[config.mk]
export PLATFORM = sky130hd
export DESIGN_NAME = frame_addr2xybel_flat
export DESIGN_NICKNAME = d
export VERILOG_FILES = /design/src/rtl/far_map_pkg.sv /design/src/rtl/frame_addr2xybel_if.sv /design/src/rtl/far_major2x.sv /design/src/rtl/frame_addr2xybel.sv /design/src/flat_wrapper.sv
export SDC_FILE = /design/constraint.sdc
export NUM_CORES = 1
export LEC_CHECK = 0
export BUFFER_PORTS_ARGS = -buffer_cell sky130_fd_sc_hd__clkbuf_2
export CAP_MARGIN = 20
export CORE_UTILIZATION = 35
export CTS_CLUSTER_DIAMETER = 150
export DETAILED_ROUTE_END_ITERATION = 8
export GPL_ROUTABILITY_DRIVEN = 1
export SYNTH_ARGS = -nofsm -noshare
export SYNTH_HDL_FRONTEND = slang
export SYNTH_SLANG_ARGS = --single-unit
[constraint.sdc]
create_clock -name Clk -period 8.3 [get_ports Clk]
set_clock_uncertainty 0.1 [all_clocks]
set_input_delay 0.415 -clock Clk [delete_from_list [all_inputs] [get_ports Clk]]
set_output_delay 0.415 -clock Clk [all_outputs]
set_load 0.01 [all_outputs]
[src/rtl/far_map_pkg.sv]
// Shared definitions for the FAR-to-{X,Y,Bel} decoder: FAR/XYBel field layout,
// FSM state encoding, the Major-column region table and the LUT Minor constants.
package far_map_pkg;

    localparam int FAR_MINOR_LSB = 0;
    localparam int FAR_MINOR_W   = 7;
    localparam int FAR_MAJOR_LSB = 7;
    localparam int FAR_MAJOR_W   = 10;
    localparam int FAR_HCLK_LSB  = 17;
    localparam int FAR_HCLK_W    = 5;
    localparam int FAR_TOP_BIT   = 22;
    localparam int FAR_BTYPE_LSB = 23;
    localparam int FAR_BTYPE_W   = 3;
    localparam int FAR_PAD_LSB   = 26;
    localparam int FAR_PAD_W     = 6;

    localparam int XYB_BEL_W = 2;
    localparam int XYB_Y_W   = 15;
    localparam int XYB_X_W   = 15;

    typedef enum logic [2:0] {
        ST_IDLE   = 3'd0,
        ST_DECODE = 3'd1,
        ST_COLUMN = 3'd2,
        ST_ROW    = 3'd3,
        ST_DONE   = 3'd4
    } far_state_e;

    typedef struct packed {
        logic [9:0] lo;
        logic [9:0] hi;
        logic [3:0] k;
    } far_region_t;

    // Regions are sorted by lower bound; k counts the non-CLB columns below each region.
    localparam int NUM_REGIONS = 8;
    localparam far_region_t REGION_TBL [NUM_REGIONS] = '{
        '{lo: 10'd2,  hi: 10'd5,  k: 4'd2},
        '{lo: 10'd7,  hi: 10'd16, k: 4'd3},
        '{lo: 10'd18, hi: 10'd19, k: 4'd4},
        '{lo: 10'd21, hi: 10'd28, k: 4'd5},
        '{lo: 10'd30, hi: 10'd41, k: 4'd6},
        '{lo: 10'd43, hi: 10'd52, k: 4'd7},
        '{lo: 10'd54, hi: 10'd57, k: 4'd8},
        '{lo: 10'd59, hi: 10'd62, k: 4'd9}
    };

    localparam logic [6:0] MINOR_X0 = 7'd32;
    localparam logic [6:0] MINOR_X1 = 7'd26;

    function automatic logic [31:0] pack_xybel(
        input logic [XYB_X_W-1:0]   x,
        input logic [XYB_Y_W-1:0]   y,
        input logic [XYB_BEL_W-1:0] bel
    );
        return {x, y, bel};
    endfunction

endpackage

[src/rtl/frame_addr2xybel_if.sv]
// Request/response bundle between a FAR decode requester (master) and frame_addr2xybel (slave).
interface frame_addr2xybel_if;
    logic        Start;
    logic [31:0] Frame_address;
    logic [7:0]  word_offset;
    logic        msb_lsb;
    logic [31:0] XYBel;
    logic        Busy;
    logic        done_XY;
    logic        Error;

    modport master (
        output Start, Frame_address, word_offset, msb_lsb,
        input  XYBel, Busy, done_XY, Error
    );

    modport slave (
        input  Start, Frame_address, word_offset, msb_lsb,
        output XYBel, Busy, done_XY, Error
    );
endinterface

[src/rtl/far_major2x.sv]
// Combinational Major -> X[14:1] lookup: picks the highest region whose lower
// bound does not exceed Major and flags whether Major really lies inside it.
module far_major2x
    import far_map_pkg::*;
(
    input  logic [9:0]  major,
    output logic [13:0] x_hi,
    output logic        hit
);

    logic [2:0] sel_s;
    logic       found_s;

    // Scan the sorted table; the last region whose lower bound is met wins.
    always_comb begin
        sel_s   = 3'd0;
        found_s = 1'b0;
        for (int i = 0; i < NUM_REGIONS; i++) begin
            sel_s   = (major >= REGION_TBL[i].lo) ? 3'(i) : sel_s;
            found_s = found_s | (major >= REGION_TBL[i].lo);
        end
    end

    assign x_hi = {4'd0, major} - {10'd0, REGION_TBL[sel_s].k};
    assign hit  = found_s & (major <= REGION_TBL[sel_s].hi);

endmodule

[src/rtl/frame_addr2xybel.sv]
// Decodes a configuration frame address + word offset back into the packed CLB
// LUT site {X, Y, Bel}. Validity checks and early exits are built only with FAR2XY_CHECK_EN.
module frame_addr2xybel
    import far_map_pkg::*;
#(
    parameter int Max_Y      = 150,
    parameter int Y_Half     = 50,
    parameter int Coloumn_HT = 50,
    parameter int Col_Half   = 25
) (
    input  logic              Clk,
    input  logic              Reset_n,
    frame_addr2xybel_if.slave bus
);

`ifdef FAR2XY_CHECK_EN
    localparam logic CHECK_EN = 1'b1;
`else
    localparam logic CHECK_EN = 1'b0;
`endif

    localparam logic [4:0]  HCLK_LIM_BOT = 5'((Max_Y - Y_Half) / Coloumn_HT);
    localparam logic [4:0]  HCLK_LIM_TOP = 5'(Y_Half / Coloumn_HT);
    localparam logic [7:0]  WO_SPLIT     = 8'(2 * Col_Half);
    localparam logic [7:0]  WO_MAX       = 8'(4 * Col_Half + 1);
    localparam logic [14:0] ROW_STEP     = 15'(Coloumn_HT);
    localparam logic [14:0] Y_BASE_BOT   = 15'(Y_Half);
    localparam logic [14:0] Y_BASE_TOP   = 15'(Y_Half - 1);

    far_state_e  state_r, state_nx_s;

    logic [31:0] far_r;
    logic [7:0]  wo_r;
    logic        msb_r;
    logic [14:0] yo_r;
    logic [14:0] acc_r;
    logic        bel1_r;
    logic        x0_r;
    logic [13:0] xhi_r;
    logic [4:0]  cnt_r;
    logic        err_r;

    logic [31:0] xybel_r, xybel_nx_s;
    logic        busy_r, busy_nx_s;
    logic        done_r, done_nx_s;
    logic        error_r, error_nx_s;

    logic [FAR_PAD_W-1:0]   pad_s;
    logic [FAR_BTYPE_W-1:0] btype_s;
    logic                   top_s;
    logic [FAR_HCLK_W-1:0]  hclk_s;
    logic [FAR_MAJOR_W-1:0] major_s;
    logic [FAR_MINOR_W-1:0] minor_s;

    logic        wo_hi_s, wo_odd_s, bel1_s;
    logic [7:0]  wo_adj_s;
    logic [14:0] yo_s;
    logic        wo_err_s, minor_err_s, hclk_err_s, decode_err_s, x0_s;
    logic [13:0] xhi_s;
    logic        hit_s, column_err_s;
    logic [14:0] sum_s, y_s;

    assign pad_s   = far_r[FAR_PAD_LSB   +: FAR_PAD_W];
    assign btype_s = far_r[FAR_BTYPE_LSB +: FAR_BTYPE_W];
    assign top_s   = far_r[FAR_TOP_BIT];
    assign hclk_s  = far_r[FAR_HCLK_LSB  +: FAR_HCLK_W];
    assign major_s = far_r[FAR_MAJOR_LSB +: FAR_MAJOR_W];
    assign minor_s = far_r[FAR_MINOR_LSB +: FAR_MINOR_W];

    // Word groups: at or below the split, odd words are Bel[1]=0; above it the parity flips.
    assign wo_hi_s  = (wo_r > WO_SPLIT);
    assign wo_odd_s = wo_r[0];
    assign bel1_s   = wo_hi_s ? wo_odd_s : ~wo_odd_s;

    // Remove the per-group word bias before halving into the row offset.
    always_comb begin
        case ({wo_hi_s, wo_odd_s})
            2'b01:   wo_adj_s = wo_r - 8'd1;
            2'b11:   wo_adj_s = wo_r - 8'd3;
            default: wo_adj_s = wo_r - 8'd2;
        endcase
    end

    assign yo_s = {7'd0, wo_adj_s} >> 1;

    assign wo_err_s    = (wo_r == 8'd0) || (wo_r == (WO_SPLIT + 8'd1)) || (wo_r > WO_MAX);
    assign minor_err_s = (minor_s != MINOR_X0) && (minor_s != MINOR_X1);
    assign x0_s        = (minor_s == MINOR_X1);
    assign hclk_err_s  = top_s ? (hclk_s >= HCLK_LIM_TOP) : (hclk_s >= HCLK_LIM_BOT);

    assign decode_err_s = CHECK_EN & ((pad_s != 6'd0) | (btype_s != 3'd0) |
                                      minor_err_s | wo_err_s | hclk_err_s);

    far_major2x u_major2x (
        .major (major_s),
        .x_hi  (xhi_s),
        .hit   (hit_s)
    );

    assign column_err_s = CHECK_EN & ~hit_s;

    // Top half counts rows downward from the boundary, bottom half upward.
    always_comb begin
        sum_s = acc_r + yo_r;
        if (top_s) begin
            y_s = Y_BASE_TOP - sum_s;
        end else begin
            y_s = Y_BASE_BOT + sum_s;
        end
    end

    // State register.
    always_ff @(posedge Clk) begin
        if (!Reset_n) begin
            state_r <= ST_IDLE;
        end else begin
            state_r <= state_nx_s;
        end
    end

    // Next-state logic.
    always_comb begin
        state_nx_s = state_r;
        case (state_r)
            ST_IDLE: begin
                if (bus.Start) begin
                    state_nx_s = ST_DECODE;
                end else begin
                    state_nx_s = ST_IDLE;
                end
            end
            ST_DECODE: begin
                if (decode_err_s) begin
                    state_nx_s = ST_DONE;
                end else begin
                    state_nx_s = ST_COLUMN;
                end
            end
            ST_COLUMN: begin
                if (column_err_s) begin
                    state_nx_s = ST_DONE;
                end else begin
                    state_nx_s = ST_ROW;
                end
            end
            ST_ROW: begin
                if (cnt_r == 5'd0) begin
                    state_nx_s = ST_DONE;
                end else begin
                    state_nx_s = ST_ROW;
                end
            end
            ST_DONE: state_nx_s = ST_IDLE;
            default: state_nx_s = ST_IDLE;
        endcase
    end

    // Output next-values: Busy rises at accept, results and done land as DONE retires.
    always_comb begin
        xybel_nx_s = xybel_r;
        busy_nx_s  = busy_r;
        done_nx_s  = 1'b0;
        error_nx_s = error_r;
        case (state_r)
            ST_IDLE: begin
                if (bus.Start) begin
                    busy_nx_s  = 1'b1;
                    error_nx_s = 1'b0;
                end else begin
                    busy_nx_s  = busy_r;
                end
            end
            ST_DONE: begin
                busy_nx_s  = 1'b0;
                done_nx_s  = 1'b1;
                error_nx_s = err_r;
                if (err_r) begin
                    xybel_nx_s = 32'd0;
                end else begin
                    xybel_nx_s = pack_xybel({xhi_r, x0_r}, y_s, {bel1_r, msb_r});
                end
            end
            default: begin
                done_nx_s = 1'b0;
            end
        endcase
    end

    // Registered outputs.
    always_ff @(posedge Clk) begin
        if (!Reset_n) begin
            xybel_r <= 32'd0;
            busy_r  <= 1'b0;
            done_r  <= 1'b0;
            error_r <= 1'b0;
        end else begin
            xybel_r <= xybel_nx_s;
            busy_r  <= busy_nx_s;
            done_r  <= done_nx_s;
            error_r <= error_nx_s;
        end
    end

    // Datapath: capture on accept, then decode, column lookup and row accumulation.
    always_ff @(posedge Clk) begin
        if (!Reset_n) begin
            far_r  <= 32'd0;
            wo_r   <= 8'd0;
            msb_r  <= 1'b0;
            yo_r   <= 15'd0;
            acc_r  <= 15'd0;
            bel1_r <= 1'b0;
            x0_r   <= 1'b0;
            xhi_r  <= 14'd0;
            cnt_r  <= 5'd0;
            err_r  <= 1'b0;
        end else begin
            case (state_r)
                ST_IDLE: begin
                    if (bus.Start) begin
                        far_r <= bus.Frame_address;
                        wo_r  <= bus.word_offset;
                        msb_r <= bus.msb_lsb;
                    end else begin
                        far_r <= far_r;
                    end
                end
                ST_DECODE: begin
                    yo_r   <= yo_s;
                    bel1_r <= bel1_s;
                    x0_r   <= x0_s;
                    cnt_r  <= hclk_s;
                    acc_r  <= 15'd0;
                    err_r  <= decode_err_s;
                end
                ST_COLUMN: begin
                    xhi_r <= xhi_s;
                    err_r <= column_err_s;
                end
                ST_ROW: begin
                    if (cnt_r != 5'd0) begin
                        acc_r <= acc_r + ROW_STEP;
                        cnt_r <= cnt_r - 5'd1;
                    end else begin
                        acc_r <= acc_r;
                    end
                end
                default: begin
                    err_r <= err_r;
                end
            endcase
        end
    end

    assign bus.XYBel   = xybel_r;
    assign bus.Busy    = busy_r;
    assign bus.done_XY = done_r;
    assign bus.Error   = error_r;

endmodule

[src/flat_wrapper.sv]
// flat-port wrapper written by rule: the top's interface ports become plain ports
module frame_addr2xybel_flat import far_map_pkg::*;
#(
    parameter int Max_Y      = 150,
    parameter int Y_Half     = 50,
    parameter int Coloumn_HT = 50,
    parameter int Col_Half   = 25
)
  (Clk, Reset_n, bus_Start, bus_Frame_address, bus_word_offset, bus_msb_lsb, bus_XYBel, bus_Busy, bus_done_XY, bus_Error);
  frame_addr2xybel_if bus_i ();
  input  logic Clk;
  input  logic Reset_n;
  input wire logic [$bits(bus_i.Start)-1:0] bus_Start;
  input wire logic [$bits(bus_i.Frame_address)-1:0] bus_Frame_address;
  input wire logic [$bits(bus_i.word_offset)-1:0] bus_word_offset;
  input wire logic [$bits(bus_i.msb_lsb)-1:0] bus_msb_lsb;
  output wire logic [$bits(bus_i.XYBel)-1:0] bus_XYBel;
  output wire logic [$bits(bus_i.Busy)-1:0] bus_Busy;
  output wire logic [$bits(bus_i.done_XY)-1:0] bus_done_XY;
  output wire logic [$bits(bus_i.Error)-1:0] bus_Error;
  assign bus_i.Start = bus_Start;
  assign bus_i.Frame_address = bus_Frame_address;
  assign bus_i.word_offset = bus_word_offset;
  assign bus_i.msb_lsb = bus_msb_lsb;
  assign bus_XYBel = bus_i.XYBel;
  assign bus_Busy = bus_i.Busy;
  assign bus_done_XY = bus_i.done_XY;
  assign bus_Error = bus_i.Error;
  frame_addr2xybel #(.Max_Y(Max_Y), .Y_Half(Y_Half), .Coloumn_HT(Coloumn_HT), .Col_Half(Col_Half)) u_core (.Clk(Clk), .Reset_n(Reset_n), .bus(bus_i));
endmodule
==> impl_metrics.json <==
{
  "status": "completed",
  "cap_violations": 0,
  "synthTopCellsByArea": "dfxtp_1 37%, nand2_1 8.4%, a21boi_0 5.4%, ha_1 4.2%, xnor2_1 3.4%",
  "fp.dieH_um": 129,
  "grt-ovfl-total": 0,
  "hold_path_depth": 3,
  "crit_path_start_kind": "flop",
  "area_growth_pct": 11.8,
  "fin_nets": 779,
  "required_ns": 8.44,
  "seqPwrFrac": 0.463,
  "cts_hold_buffers": 0,
  "synth_area_mm2": 0.00568,
  "power_frac_comb": 0.184,
  "path_clk_slew_ns": 0.07,
  "grt_pass1_wl_um": 20900,
  "num_rows": 46,
  "cts_sinks": 105,
  "synth_edf_count": 0,
  "rsz0062_at_grt": "false",
  "crit_path_end_kind": "flop",
  "drc_errors": 0,
  "p_clk_frac": 0.352,
  "syn_avg_cell_area_um2": 8.38,
  "numCtsBuffers": 9,
  "clockBufferDepth": 2,
  "diodes": 0,
  "setup_tns_ns": 0,
  "fillers": 1705,
  "coreArea_mm2": 0.0159,
  "dieArea_mm2": 0.0167,
  "dpl.hpwl_um": 8710,
  "fmax_ghz": 0.271,
  "period_minus_slack_ns": 3.69,
  "die_w_um": 129,
  "cts_tree": "done",
  "grt_start_max_net_pins": 73,
  "yosys.cell_count.top_type": "nand2_1",
  "cts_resized": 0,
  "final_antenna_net_count": 0,
  "drt-initial-drc-count": 201,
  "power.leakage_nw": 2.64,
  "startpoint": "u_core.far_r[13]",
  "synth_nets": 743,
  "worst_pin_slew_ns": 0.930,
  "drive_gt1_frac": 0.143,
  "hold_class": "in2reg",
  "rr_worst_depth": 14,
  "synth_top_area_share": 0.370,
  "switching_share": 0.285,
  "io_buffers": 68,
  "relSlewSlack": 0.375,
  "min_period_over_period": 0.444,
  "post_cts.repair.setup_buffers": 0,
  "hold_viol": 0,
  "viasPerCell": 4.95,
  "min_from": "bus_word_offset[0]",
  "grt_antenna_before_repair": 0,
  "firstDrtPassIters": 4,
  "async_flop_share": 0,
  "synth_top_cell_by_area": "dfxtp_1",
  "wl_per_cell_um": 13.2,
  "p_int_mw": 0.857,
  "ys_types": 75,
  "place_congestion": 0.800,
  "pwr_density_cell_mw_per_mm2": 189,
  "ioPinCount": 79,
  "switchingPower_mw": 0.342,
  "grt_pass1_vias": 4315,
  "htree_levels": 3,
  "ys.flop_type": "dfxtp_1",
  "routed_wl_um": 12300,
  "cp_data_arrival_time_ns": 3.83,
  "root_buffer": "clkbuf_16",
  "yosys-top-cells-count": "127 x nand2_1, 105 x dfxtp_1, 41 x a21boi_0, 37 x o21ai_0, 32 x nor2_1",
  "ys_seq_elements": 105,
  "critical_path_class": "reg2reg",
  "slew_viol_final": 0,
  "yosysWarnings": 0,
  "vias": 4620,
  "syn_inst": 678,
  "rr_startpoint": "u_core.far_r[13]",
  "path_max_fanout": 5,
  "initial_core_util": 0.358,
  "clock_latency_ns": 0.35,
  "track_usage": 0.158,
  "ys_seq_area_frac": 0.370,
  "peakVddDrop_mv": 0.123,
  "utilization": 0.400,
  "finalSetupViolations": 0
}
==> cell type report <==
| type | count | area, um2 | area share |
|---|---|---|---|
| Clock buffer | 11 | 233 | 0.0367 |
| Clock inverter | 4 | 53.8 | 0.00847 |
| Inverter | 23 | 86.3 | 0.0136 |
| Multi-Input combinational cell | 503 | 3230 | 0.509 |
| Sequential cell | 105 | 2100 | 0.331 |
| Tap cell | 216 | 270 | 0.0426 |
| Timing Repair Buffer | 72 | 370 | 0.0583 |
==> path summary, 6_finish.rpt <==
check        slack [ns]              endpoint
max                4.61       u_core.xhi_r[8]
min                0.19        u_core.wo_r[0]
max reg2reg        4.61       u_core.xhi_r[8]
min reg2reg        0.35  u_core.bus.XYBel[11]
==> state kept, by name, indices dropped and copies added, names as in the netlist <==
| signal | count |
|---|---|
| u_core.acc_r | 14 |
| u_core.bel1_r | 1 |
| u_core.bus.Busy | 1 |
| u_core.bus.XYBel | 29 |
| u_core.bus.done_XY | 1 |
| u_core.cnt_r | 5 |
| u_core.far_r | 23 |
| u_core.msb_r | 1 |
| u_core.state_r | 3 |
| u_core.wo_r | 8 |
| u_core.x0_r | 1 |
| u_core.xhi_r | 11 |
| u_core.yo_r | 7 |
==> cells by family after synthesis <==
family,count (synthesis),synth area share
simple gates,256,0.213
compound gates,179,0.233
flops,105,0.370
buf+inv,70,0.0623
xor+xnor,41,0.0632
fa+ha+maj,21,0.0489
mux,5,0.00881
other cells,1,0.000660
==> layout by cell type, fill, tap and decap left out, types with 4 or more instances in the layout <==
master / count
nand2_1: 127
dfxtp_1: 105
clkbuf_2: 68
a21boi_0: 40
o21ai_0: 37
nor2_1: 31
inv_1: 22
xnor2_1: 22
a21oi_1: 20
xor2_1: 19
ha_1: 19
nor2b_1: 15
a22o_1: 14
nand3_1: 13
o211a_1: 13
nor3_1: 12
clkbuf_16: 9
o211ai_1: 8
and3_1: 8
nand2b_1: 7
o21a_1: 7
nor4_1: 7
or3_1: 6
nand4_1: 5
a22oi_1: 5
mux2i_1: 5
and2_1: 4
a211oi_1: 4
o221ai_1: 4
buf_4: 4
==> layer usage <==
| layer | GRT usage | vias up | wire length [um] |
|---|---|---|---|
| met5 | 0 | - | 0 |
| li1 | - | 2443 | - |
| met2 | 0.250 | 69 | 5420 |
| met4 | 0.0339 | 0 | 93 |
| met1 | 0.215 | 2096 | 6440 |
| met3 | 0.0392 | 12 | 391 |
==> stage by stage <==
stage / total power [mW] / hold slack, ns / worst slack [ns] / std cells / cell area (um2)
after floorplan: 0.735 / 0.337 / 4.97 / 678 / 5680
after global placement: 0.788 / 0.337 / 4.65 / 919 / 6060
after detailed placement: 0.791 / 0.344 / 4.63 / 919 / 6060
after CTS: 1.21 / 0.178 / 4.59 / 934 / 6350
after global routing: 1.27 / 0.198 / 4.37 / 934 / 6350
final: 1.20 / 0.187 / 4.61 / 934 / 6350
==> worst max-delay path, stage by stage (launching register included) <==
cell	delay (ns)
dfxtp_1	0.37
or3_1	0.40
nor2_1	0.27
o21a_1	0.21
inv_1	0.08
ha_1	0.27
inv_1	0.04
ha_1	0.30
nor2b_1	0.14
o21ai_0	0.17
or4b_2	0.67
nor3_1	0.20
xnor2_1	0.16
nand2_1	0.08
o211a_1	0.13
==> power by group through the flow <==
stage	Sequential (mW)	Combinational, mW	Clock (mW)
6_report	0.556	0.221	0.423
5_1_grt	0.560	0.255	0.455
4_1_cts	0.556	0.224	0.434
3_5_place_dp	0.567	0.223	0
3_3_place_gp	0.567	0.221	0
2_1_floorplan	0.556	0.179	0
No activity file was read; power rests on OpenSTA's default activity.
